File: src/rtl/uart_rx_os_if.sv
// uart_rx_os_if: oversample tick, serial line and received-word outputs of uart_rx_os.
`timescale 1ns/1ps
interface uart_rx_os_if #(parameter int DBIT = 8);
   logic s_tick;
   logic rx;
   logic [DBIT-1:0] dout;
   logic rx_done_tick;
   logic frame_err;
   logic parity_err;
   modport master (output s_tick, rx, input dout, rx_done_tick, frame_err, parity_err);
   modport slave (input s_tick, rx, output dout, rx_done_tick, frame_err, parity_err);
endinterface

File: src/rtl/uart_rx_os.sv
// uart_rx_os: oversampling UART receiver with break lockout.
// Define UART_RX_PARITY_EN to add a parity bit between data and stop.
`timescale 1ns/1ps
module uart_rx_os #(
   parameter int DBIT = 8,
   parameter int OVS = 16,
   parameter int SB_TICK = 16,
   parameter int PARITY_ODD = 0
) (
   input logic clk,
   input logic reset,
   uart_rx_os_if.slave bus
);
   localparam int SW = $clog2(OVS > SB_TICK ? OVS : SB_TICK);
   localparam int NW = $clog2(DBIT);
   localparam logic [SW-1:0] S_MID = SW'(OVS / 2 - 1);
   localparam logic [SW-1:0] S_BIT = SW'(OVS - 1);
   localparam logic [SW-1:0] S_STOP = SW'(SB_TICK - 1);
   localparam logic [NW-1:0] N_LAST = NW'(DBIT - 1);
   localparam logic [2:0] IDLE = 3'd0, START = 3'd1, DATA = 3'd2, STOP = 3'd3;
   if (DBIT < 5 || DBIT > 9 || OVS < 4 || OVS % 2 != 0 || (PARITY_ODD != 0 && PARITY_ODD != 1)) begin : g_param_check
      $error("uart_rx_os: unsupported DBIT/OVS/PARITY_ODD");
   end
   logic [2:0] state;
   logic [SW-1:0] s;
   logic [NW-1:0] n;
   logic [DBIT-1:0] b, dout;
   logic [1:0] sync;
   logic rx_s, armed, done, frame_err;
`ifdef UART_RX_PARITY_EN
   localparam logic [2:0] PAR = 3'd4;
   logic par_bit, par_err;
   assign bus.parity_err = par_err;
`else
   assign bus.parity_err = 1'b0;
`endif
   assign rx_s = sync[1];
   assign bus.dout = dout;
   assign bus.rx_done_tick = done;
   assign bus.frame_err = frame_err;
   always_ff @(posedge clk) begin
      if (reset) begin
         state <= IDLE;
         s <= '0;
         n <= '0;
         b <= '0;
         dout <= '0;
         done <= 1'b0;
         frame_err <= 1'b0;
         sync <= 2'b11;
         armed <= 1'b1;
`ifdef UART_RX_PARITY_EN
         par_bit <= 1'b0;
         par_err <= 1'b0;
`endif
      end else begin
         sync <= {sync[0], bus.rx};
         done <= 1'b0;
         // a high line re-arms start detection after a break
         if (bus.s_tick && rx_s) armed <= 1'b1;
         case (state)
            IDLE: if (!rx_s && armed) begin
               state <= START;
               s <= '0;
            end
            START: if (bus.s_tick) begin
               if (s == S_MID) begin
                  state <= rx_s ? IDLE : DATA;
                  s <= '0;
                  n <= '0;
               end else s <= s + 1'b1;
            end
            DATA: if (bus.s_tick) begin
               if (s == S_BIT) begin
                  s <= '0;
                  b <= {rx_s, b[DBIT-1:1]};
                  if (n == N_LAST)
`ifdef UART_RX_PARITY_EN
                     state <= PAR;
`else
                     state <= STOP;
`endif
                  else n <= n + 1'b1;
               end else s <= s + 1'b1;
            end
`ifdef UART_RX_PARITY_EN
            PAR: if (bus.s_tick) begin
               if (s == S_BIT) begin
                  s <= '0;
                  par_bit <= rx_s;
                  state <= STOP;
               end else s <= s + 1'b1;
            end
`endif
            STOP: if (bus.s_tick) begin
               if (s == S_STOP) begin
                  state <= IDLE;
                  s <= '0;
                  dout <= b;
                  frame_err <= ~rx_s;
                  done <= 1'b1;
                  if (!rx_s) armed <= 1'b0;
`ifdef UART_RX_PARITY_EN
                  par_err <= ^b ^ par_bit ^ (PARITY_ODD != 0);
`endif
               end else s <= s + 1'b1;
            end
            default: state <= IDLE;
         endcase
      end
   end
endmodule

File: src/flat_wrapper.sv
// flat-port wrapper written by rule: the top's interface ports become plain ports
module uart_rx_os_flat 
#(
   parameter int DBIT = 8,
   parameter int OVS = 16,
   parameter int SB_TICK = 16,
   parameter int PARITY_ODD = 0
)
  (clk, reset, bus_s_tick, bus_rx, bus_dout, bus_rx_done_tick, bus_frame_err, bus_parity_err);
  uart_rx_os_if #(.DBIT(DBIT)) bus_i ();
  input logic clk;
  input logic reset;
  input wire logic [$bits(bus_i.s_tick)-1:0] bus_s_tick;
  input wire logic [$bits(bus_i.rx)-1:0] bus_rx;
  output wire logic [$bits(bus_i.dout)-1:0] bus_dout;
  output wire logic [$bits(bus_i.rx_done_tick)-1:0] bus_rx_done_tick;
  output wire logic [$bits(bus_i.frame_err)-1:0] bus_frame_err;
  output wire logic [$bits(bus_i.parity_err)-1:0] bus_parity_err;
  assign bus_i.s_tick = bus_s_tick;
  assign bus_i.rx = bus_rx;
  assign bus_dout = bus_i.dout;
  assign bus_rx_done_tick = bus_i.rx_done_tick;
  assign bus_frame_err = bus_i.frame_err;
  assign bus_parity_err = bus_i.parity_err;
  uart_rx_os #(.DBIT(DBIT), .OVS(OVS), .SB_TICK(SB_TICK), .PARITY_ODD(PARITY_ODD)) u_core (.clk(clk), .reset(reset), .bus(bus_i));
endmodule
File: config.mk
export PLATFORM = sky130hd
export DESIGN_NAME = uart_rx_os_flat
export DESIGN_NICKNAME = d
export VERILOG_FILES = /design/src/rtl/uart_rx_os_if.sv /design/src/rtl/uart_rx_os.sv /design/src/flat_wrapper.sv
export SDC_FILE = /design/constraint.sdc
export NUM_CORES = 1
export LEC_CHECK = 0
export ABC_AREA = 0
export ABC_CLOCK_PERIOD_IN_PS = 2270
export CELL_PAD_IN_SITES_DETAIL_PLACEMENT = 1
export CELL_PAD_IN_SITES_GLOBAL_PLACEMENT = 2
export CORE_MARGIN = 3
export CORE_UTILIZATION = 33
export DETAILED_ROUTE_END_ITERATION = 16
export GPL_TIMING_DRIVEN = 0
export PLACE_DENSITY_LB_ADDON = 0.1
export SYNTH_ARGS = -nofsm -noshare
export SYNTH_HDL_FRONTEND = slang
export SYNTH_SLANG_ARGS = --single-unit
File: constraint.sdc
create_clock -name clk -period 2.27 [get_ports clk]
set_clock_uncertainty 0.1 [all_clocks]
set_input_delay 0.454 -clock clk [delete_from_list [all_inputs] [get_ports clk]]
set_output_delay 0.454 -clock clk [all_outputs]
set_load 0.05 [all_outputs]
==> results of run 1 <==
==> cells in the final DEF (no fill, tap or decap), drive strengths merged, types with 2 or more instances in the layout <==
cell           synthesis  routed
dfxtp                 30      30
nand2                 23      23
nor2                  17      17
clkbuf                 7      13
clkdlybuf4s50          0      12
mux2i                 11      11
a21oi                 11      11
buf                    4       4
and3                   3       3
inv                    3       3
a31oi                  3       3
ha                     3       3
and2                   2       2
nor3b                  2       2
a22oi                  2       2
nand4                  2       2
o21a                   2       2
nand3                  2       2
or2                    2       2
o21ai                  2       2
==> kinds of logic after synthesis <==
logic type                 after synthesis
AOI/OAI and AO/OA                       25
xor gates and xnor gates                 1
adders and majority gates                3
buffers and inverters                   14
DFF                                     30
muxes                                   11
other                                    1
and+or+nand+nor                         60
==> path summary, 6_finish.rpt <==
path | to
worst min-delay path | u_core.sync[1]
worst max-delay path | u_core.b[6]
worst min register to register | u_core.sync[1]
worst max register to register | u_core.b[6]
==> flip-flops by register name, summed over array words and instances, names as in the netlist <==
name                     cells
u_core.bus.dout              8
u_core.bus.frame_err         1
u_core.armed                 1
u_core.b                     8
u_core.sync                  2
u_core.s                     4
u_core.state                 2
u_core.n                     3
u_core.bus.rx_done_tick      1
==> layer usage <==
metal / GRT usage (%) / up-vias / wire [µm]
li1: - / 532 / -
met3: 5.090 / 2 / 121
met2: 21.66 / 18 / 1398
met5: 0 / - / 0
met1: 16.72 / 500 / 1317
met4: 5.211 / 0 / 18
==> power by group through the flow <==
stage	clock network, W	registers (W)	logic (W)
3_5_place_dp	0	0.000559	0.0000743
5_1_grt	0.000583	0.000549	0.0000824
6_report	0.000537	0.000548	0.0000736
3_3_place_gp	0	0.000559	0.0000711
2_1_floorplan	0	0.000556	0.0000548
4_1_cts	0.000560	0.000548	0.0000746
==> cells in the mapped netlist, types with 3 or more instances <==
cell type  instances  share of area [%]
a21oi_1           11                4.3
a31oi_1            3                1.5
and3_1             3                1.5
clkbuf_1           7                2.1
dfxtp_1           30                 47
ha_1               3                2.9
inv_1              3               0.88
mux2i_1           11                8.6
nand2_1           23                6.7
nor2_1            16                4.7
==> through the flow <==
| stage | power [W] | instance area [µm²] | instances | TNS (ns) | setup WS [ns] |
|---|---|---|---|---|---|
| floorplan | 0.0006111 | 1280 | 145 | 0 | 0.6102 |
| global placement | 0.0006303 | 1460 | 205 | -0.1184 | -0.02559 |
| detailed placement | 0.0006337 | 1460 | 205 | -0.2909 | -0.05545 |
| CTS | 0.001182 | 1573 | 212 | 0 | 0.2379 |
| global route | 0.001215 | 1573 | 212 | 0 | 0.1518 |
| finish | 0.001159 | 1573 | 212 | 0 | 0.2349 |
==> area by class of cell <==
class / instances / area (µm²) / share of cell area (%)
Clock inverter: 1 / 30.03 / 1.909
Clock buffer: 6 / 82.58 / 5.251
Timing Repair Buffer: 12 / 120.1 / 7.637
Multi-Input combinational cell: 101 / 616.8 / 39.22
Tap cell: 48 / 60.06 / 3.819
Buffer: 11 / 51.30 / 3.262
Inverter: 3 / 11.26 / 0.7160
Sequential cell: 30 / 600.6 / 38.19
==> worst max-delay path, cell delays in order <==
cell and delay [ns]:
clkdlybuf4s50_1 0.53, and3_1 0.17, clkbuf_1 0.25, and3_1 0.20, buf_4 0.20, mux2i_1 0.22
nor2_1 0.06
==> impl_metrics.toml, run 1 <==
[outcome]
status = "complete, no violations"

[worst_setup_path]
worstSetupEndpointType = "flop"
path_max_fanout = 9
regToRegStartpoint = "u_core.s[0]"
reg2reg_depth = 7
arrival_ns = 2.08
startpoint_type = "input port"
cp_data_required_time_ns = 2.31
critPathKind = "in2reg"
rrSetupSlack_ns = 0.35
startpoint = "bus_s_tick"

[timing]
fin_hold_ws_ns = 0.3197
tightest_slew_ns = 0.4959
final.min_clock_period_ns = 2.035
slew_headroom_pct = 66.84
rsz0062_at_grt = "false"
fin_crit_sh_pct = 89.65
finalHoldViolCount = 0
slew_viol_final = 0
max_freq_ghz = 0.4914
setup_viol = 0

[grt]
grt_pass1_wl_um = 4595
grt_pass1_vias = 1005
grt_overflow_total = 0
antenna_found_initial = 0
globalRouteTotalUtil_pct = 13.67
grt_max_degree = 11

[route]
wl_um = 2855
drc = 0
dr.pass1.iters = 4
post_drt_wl_per_cell_um = 13.47
vias = 1052
postRouteAntennaNets = 0
drt-initial-drc-count = 27
via_per_inst = 4.962

[clocking]
cts_tree = "built"
root_buffer = "clkbuf_8"
cts-buffers-inserted = 5
cts_setup_buffers = 0
cts_resized = 0
htreeDepth = 2
path_clk_slew_ns = 0.06
clock_latency_ns = 0.27
postCtsHoldBufs = 0
clk_path_buf_depth = 2
clock-sinks = 30

[power_and_ir_drop]
p_comb_share_pct = 6.3
pwr-share-clk_pct = 46.4
ir_drop_mv = 0.3709
internal_power_w = 0.0009144
power_frac_seq_pct = 47.3
powerDensity_nw_per_um2 = 737.0
power_leakage_nw = 0.5825
switching_share_pct = 21.12
switchingPower_w = 0.0002448

[placed_design]
port_buffers = 12
hpwlAfterDp_um = 2173
place.gp.congestion = 0.7636

[flow_run]
drv_cap = 0

[cells_and_area]
area_delta_synth_final_pct = 22.87
num_antenna_cells = 0
nFillCells = 462
final_layout_size_suffix_gt1_share_pct = 7.927
layout.nets = 171
final_util_pct = 42.64

[hold_path]
hp-start = "u_core.sync[0]"
min_path_cells = 1
hp-class = "reg2reg"

[die]
num_rows = 22
die_area_um2 = 4662
start_util_pct = 34.70
core-area_um2 = 3689
die_w_um = 68.28
chipHeight_um = 68.28
io_pins = 15

[synth]
syn_nets = 152
postSynth.asyncResetShare_pct = 0
yosys.area_share.simple_pct = 23.56
synthXorXnorAreaFrac_pct = 0.6843
syn_avg_cell_area_um2 = 8.827
synthCells = 145
ys_seq_area_share_pct = 46.92
synth_enable_flop_cells = 0
synth_compound_area_share_pct = 12.12
synth_fa_ha_area_share_pct = 2.933
synth_top_family_by_area = "simple AND/OR/NAND/NOR gates"
yosysUniqueCellTypes = 36
yosys_warnings = 0
synth_seq_cells = 30
ys.flop_type = "dfxtp_1"
synth.mux.area_fraction_pct = 8.602
synth_area_um2 = 1280
Power figures use the tool's default switching activity.
==> inputs of run 2 (changes only) <==
==> constraint.sdc (replaced) <==
create_clock -name clk -period 2.27 [get_ports clk]
set_clock_uncertainty 0.1 [all_clocks]
set_input_delay 0.454 -clock clk [delete_from_list [all_inputs] [get_ports clk]]
set_output_delay 0.454 -clock clk [all_outputs]
set_load 0.1 [all_outputs]
==> impl_metrics.toml, run 2 (same netlist as run 1, synthesis figures left out) <==
[power_and_ir_drop]
ir_drop_mv = 0.3710
pwr-share-clk_pct = 46.2
switching_share_pct = 21.36
switchingPower_w = 0.0002484
powerDensity_nw_per_um2 = 743.4
power_frac_seq_pct = 47.1
power_leakage_nw = 0.6450
p_comb_share_pct = 6.6
internal_power_w = 0.0009144

[timing]
setup_viol = 0
slew_headroom_pct = 35.80
final.min_clock_period_ns = 2.035
fin_hold_ws_ns = 0.3198
rsz0062_at_grt = "false"
max_freq_ghz = 0.4914
finalHoldViolCount = 0
setup_ws_ns = 0.2349
slew_viol_final = 0
fin_crit_sh_pct = 89.65
tightest_slew_ns = 0.9614

[grt]
grt_max_degree = 11
grt_pass1_wl_um = 4595
globalRouteTotalUtil_pct = 13.67
grt_overflow_total = 0
grt_pass1_vias = 1005
antenna_found_initial = 0

[outcome]
status = "complete, no violations"

[cells_and_area]
area_delta_synth_final_pct = 22.19
num_antenna_cells = 0
final_area_um2 = 1564
reg_top3 = "u_core.b (8), u_core.bus.dout (8), u_core.s (4)"
final_cell_mix = "30 x dfxtp_1, 23 x nand2_1, 16 x nor2_1"
instances_no_fill = 212
layout.nets = 171
final_util_pct = 42.40
layout_commonest_cell = "dfxtp_1"
final_layout_size_suffix_gt1_share_pct = 7.927

[placed_design]
placed_cells = 205
port_buffers = 12
dpl_worst_slack_ns = -0.05545
place.gp.congestion = 0.7636
dpl_cell_area_um2 = 1460
hpwlAfterDp_um = 2173

[worst_setup_path]
path_max_fanout = 9
startpoint_type = "input port"
reg2reg_depth = 7
critPathKind = "in2reg"
worstSetupEndpointType = "flop"
arrival_ns = 2.08
cp_data_required_time_ns = 2.31

[die]
die_area_um2 = 4662
start_util_pct = 34.70
io_pins = 15
num_rows = 22
chipHeight_um = 68.28
die_w_um = 68.28
core-area_um2 = 3689

[route]
post_drt_wl_per_cell_um = 13.52
drt-initial-drc-count = 27
vias = 1055
via_per_inst = 4.976
postRouteAntennaNets = 0
drc = 0
wl_um = 2866
dr.pass1.iters = 4

[clocking]
path_clk_slew_ns = 0.06
htreeDepth = 2
cts_tree = "built"
clock-sinks = 30
root_buffer = "clkbuf_8"
postCtsHoldBufs = 0
clk_path_buf_depth = 2
cts-buffers-inserted = 5
cts_setup_buffers = 0
clock_latency_ns = 0.27

[flow_run]
drv_cap = 0

[hold_path]
hp-class = "reg2reg"
min_path_cells = 1
## run 2: cell count changes in the layout (fill, tap and decap cells not counted), sizes merged
cell	change
dlymetal6s2s	+1
dlygate4sd2	+9
clkdlybuf4s50	-10
## run 2: final timing paths
check,from,slack [ns],endpoint
worst max-delay path,bus_s_tick,0.23,u_core.b[6]
worst min-delay path,u_core.sync[0],0.32,u_core.sync[1]
worst max register to register,u_core.s[0],0.35,u_core.b[6]
worst min register to register,u_core.sync[0],0.32,u_core.sync[1]
## run 2: per-layer routing
metal	GRT usage, %	up-vias	share of wire, %
met3	5.090	2	4.5
met5	0	-	0
met2	21.66	18	49
li1	-	532	-
met1	16.72	503	46
met4	5.211	0	0.63
## run 2: repair_timing
item / in CTS / in global routing
resized for setup: 9 / 1
pin swaps: 0 / 0
endpoints found under the setup margin: 9 / 1
gates cloned: 0 / 0
## run 2: power groups by stage
stage / sequential [W] / combinational (W) / clock (W)
2_1_floorplan: 0.000556 / 0.0000584 / 0
3_3_place_gp: 0.000559 / 0.0000747 / 0
3_5_place_dp: 0.000559 / 0.0000778 / 0
4_1_cts: 0.000548 / 0.0000782 / 0.000560
5_1_grt: 0.000549 / 0.0000860 / 0.000583
6_report: 0.000548 / 0.0000773 / 0.000537
## run 2: metrics by stage
step	setup TNS (ns)	power, W
floorplan	0	0.0006147
global placement	-0.1184	0.0006339
detailed placement	-0.2909	0.0006373
CTS	0	0.001186
global route	0	0.001218
finish	0	0.001163
## run 2: critical path, cell delays in order
cell	delay, ns
clkdlybuf4s50_1	0.53
and3_1	0.17
clkbuf_1	0.25
and3_1	0.20
buf_4	0.20
mux2i_1	0.22
nor2_1	0.06
## run 2: final cells by class
type                    instances  area, µm²
fillers                       461       2125
multi-input cells             101      616.8
flip-flops and latches         30      600.6
repair buffers                 12      111.4
clock buffers                   6      82.58
well taps                      48      60.06
plain buffers                  11      51.30
clock inverters                 1      30.03
inverters                       3      11.26
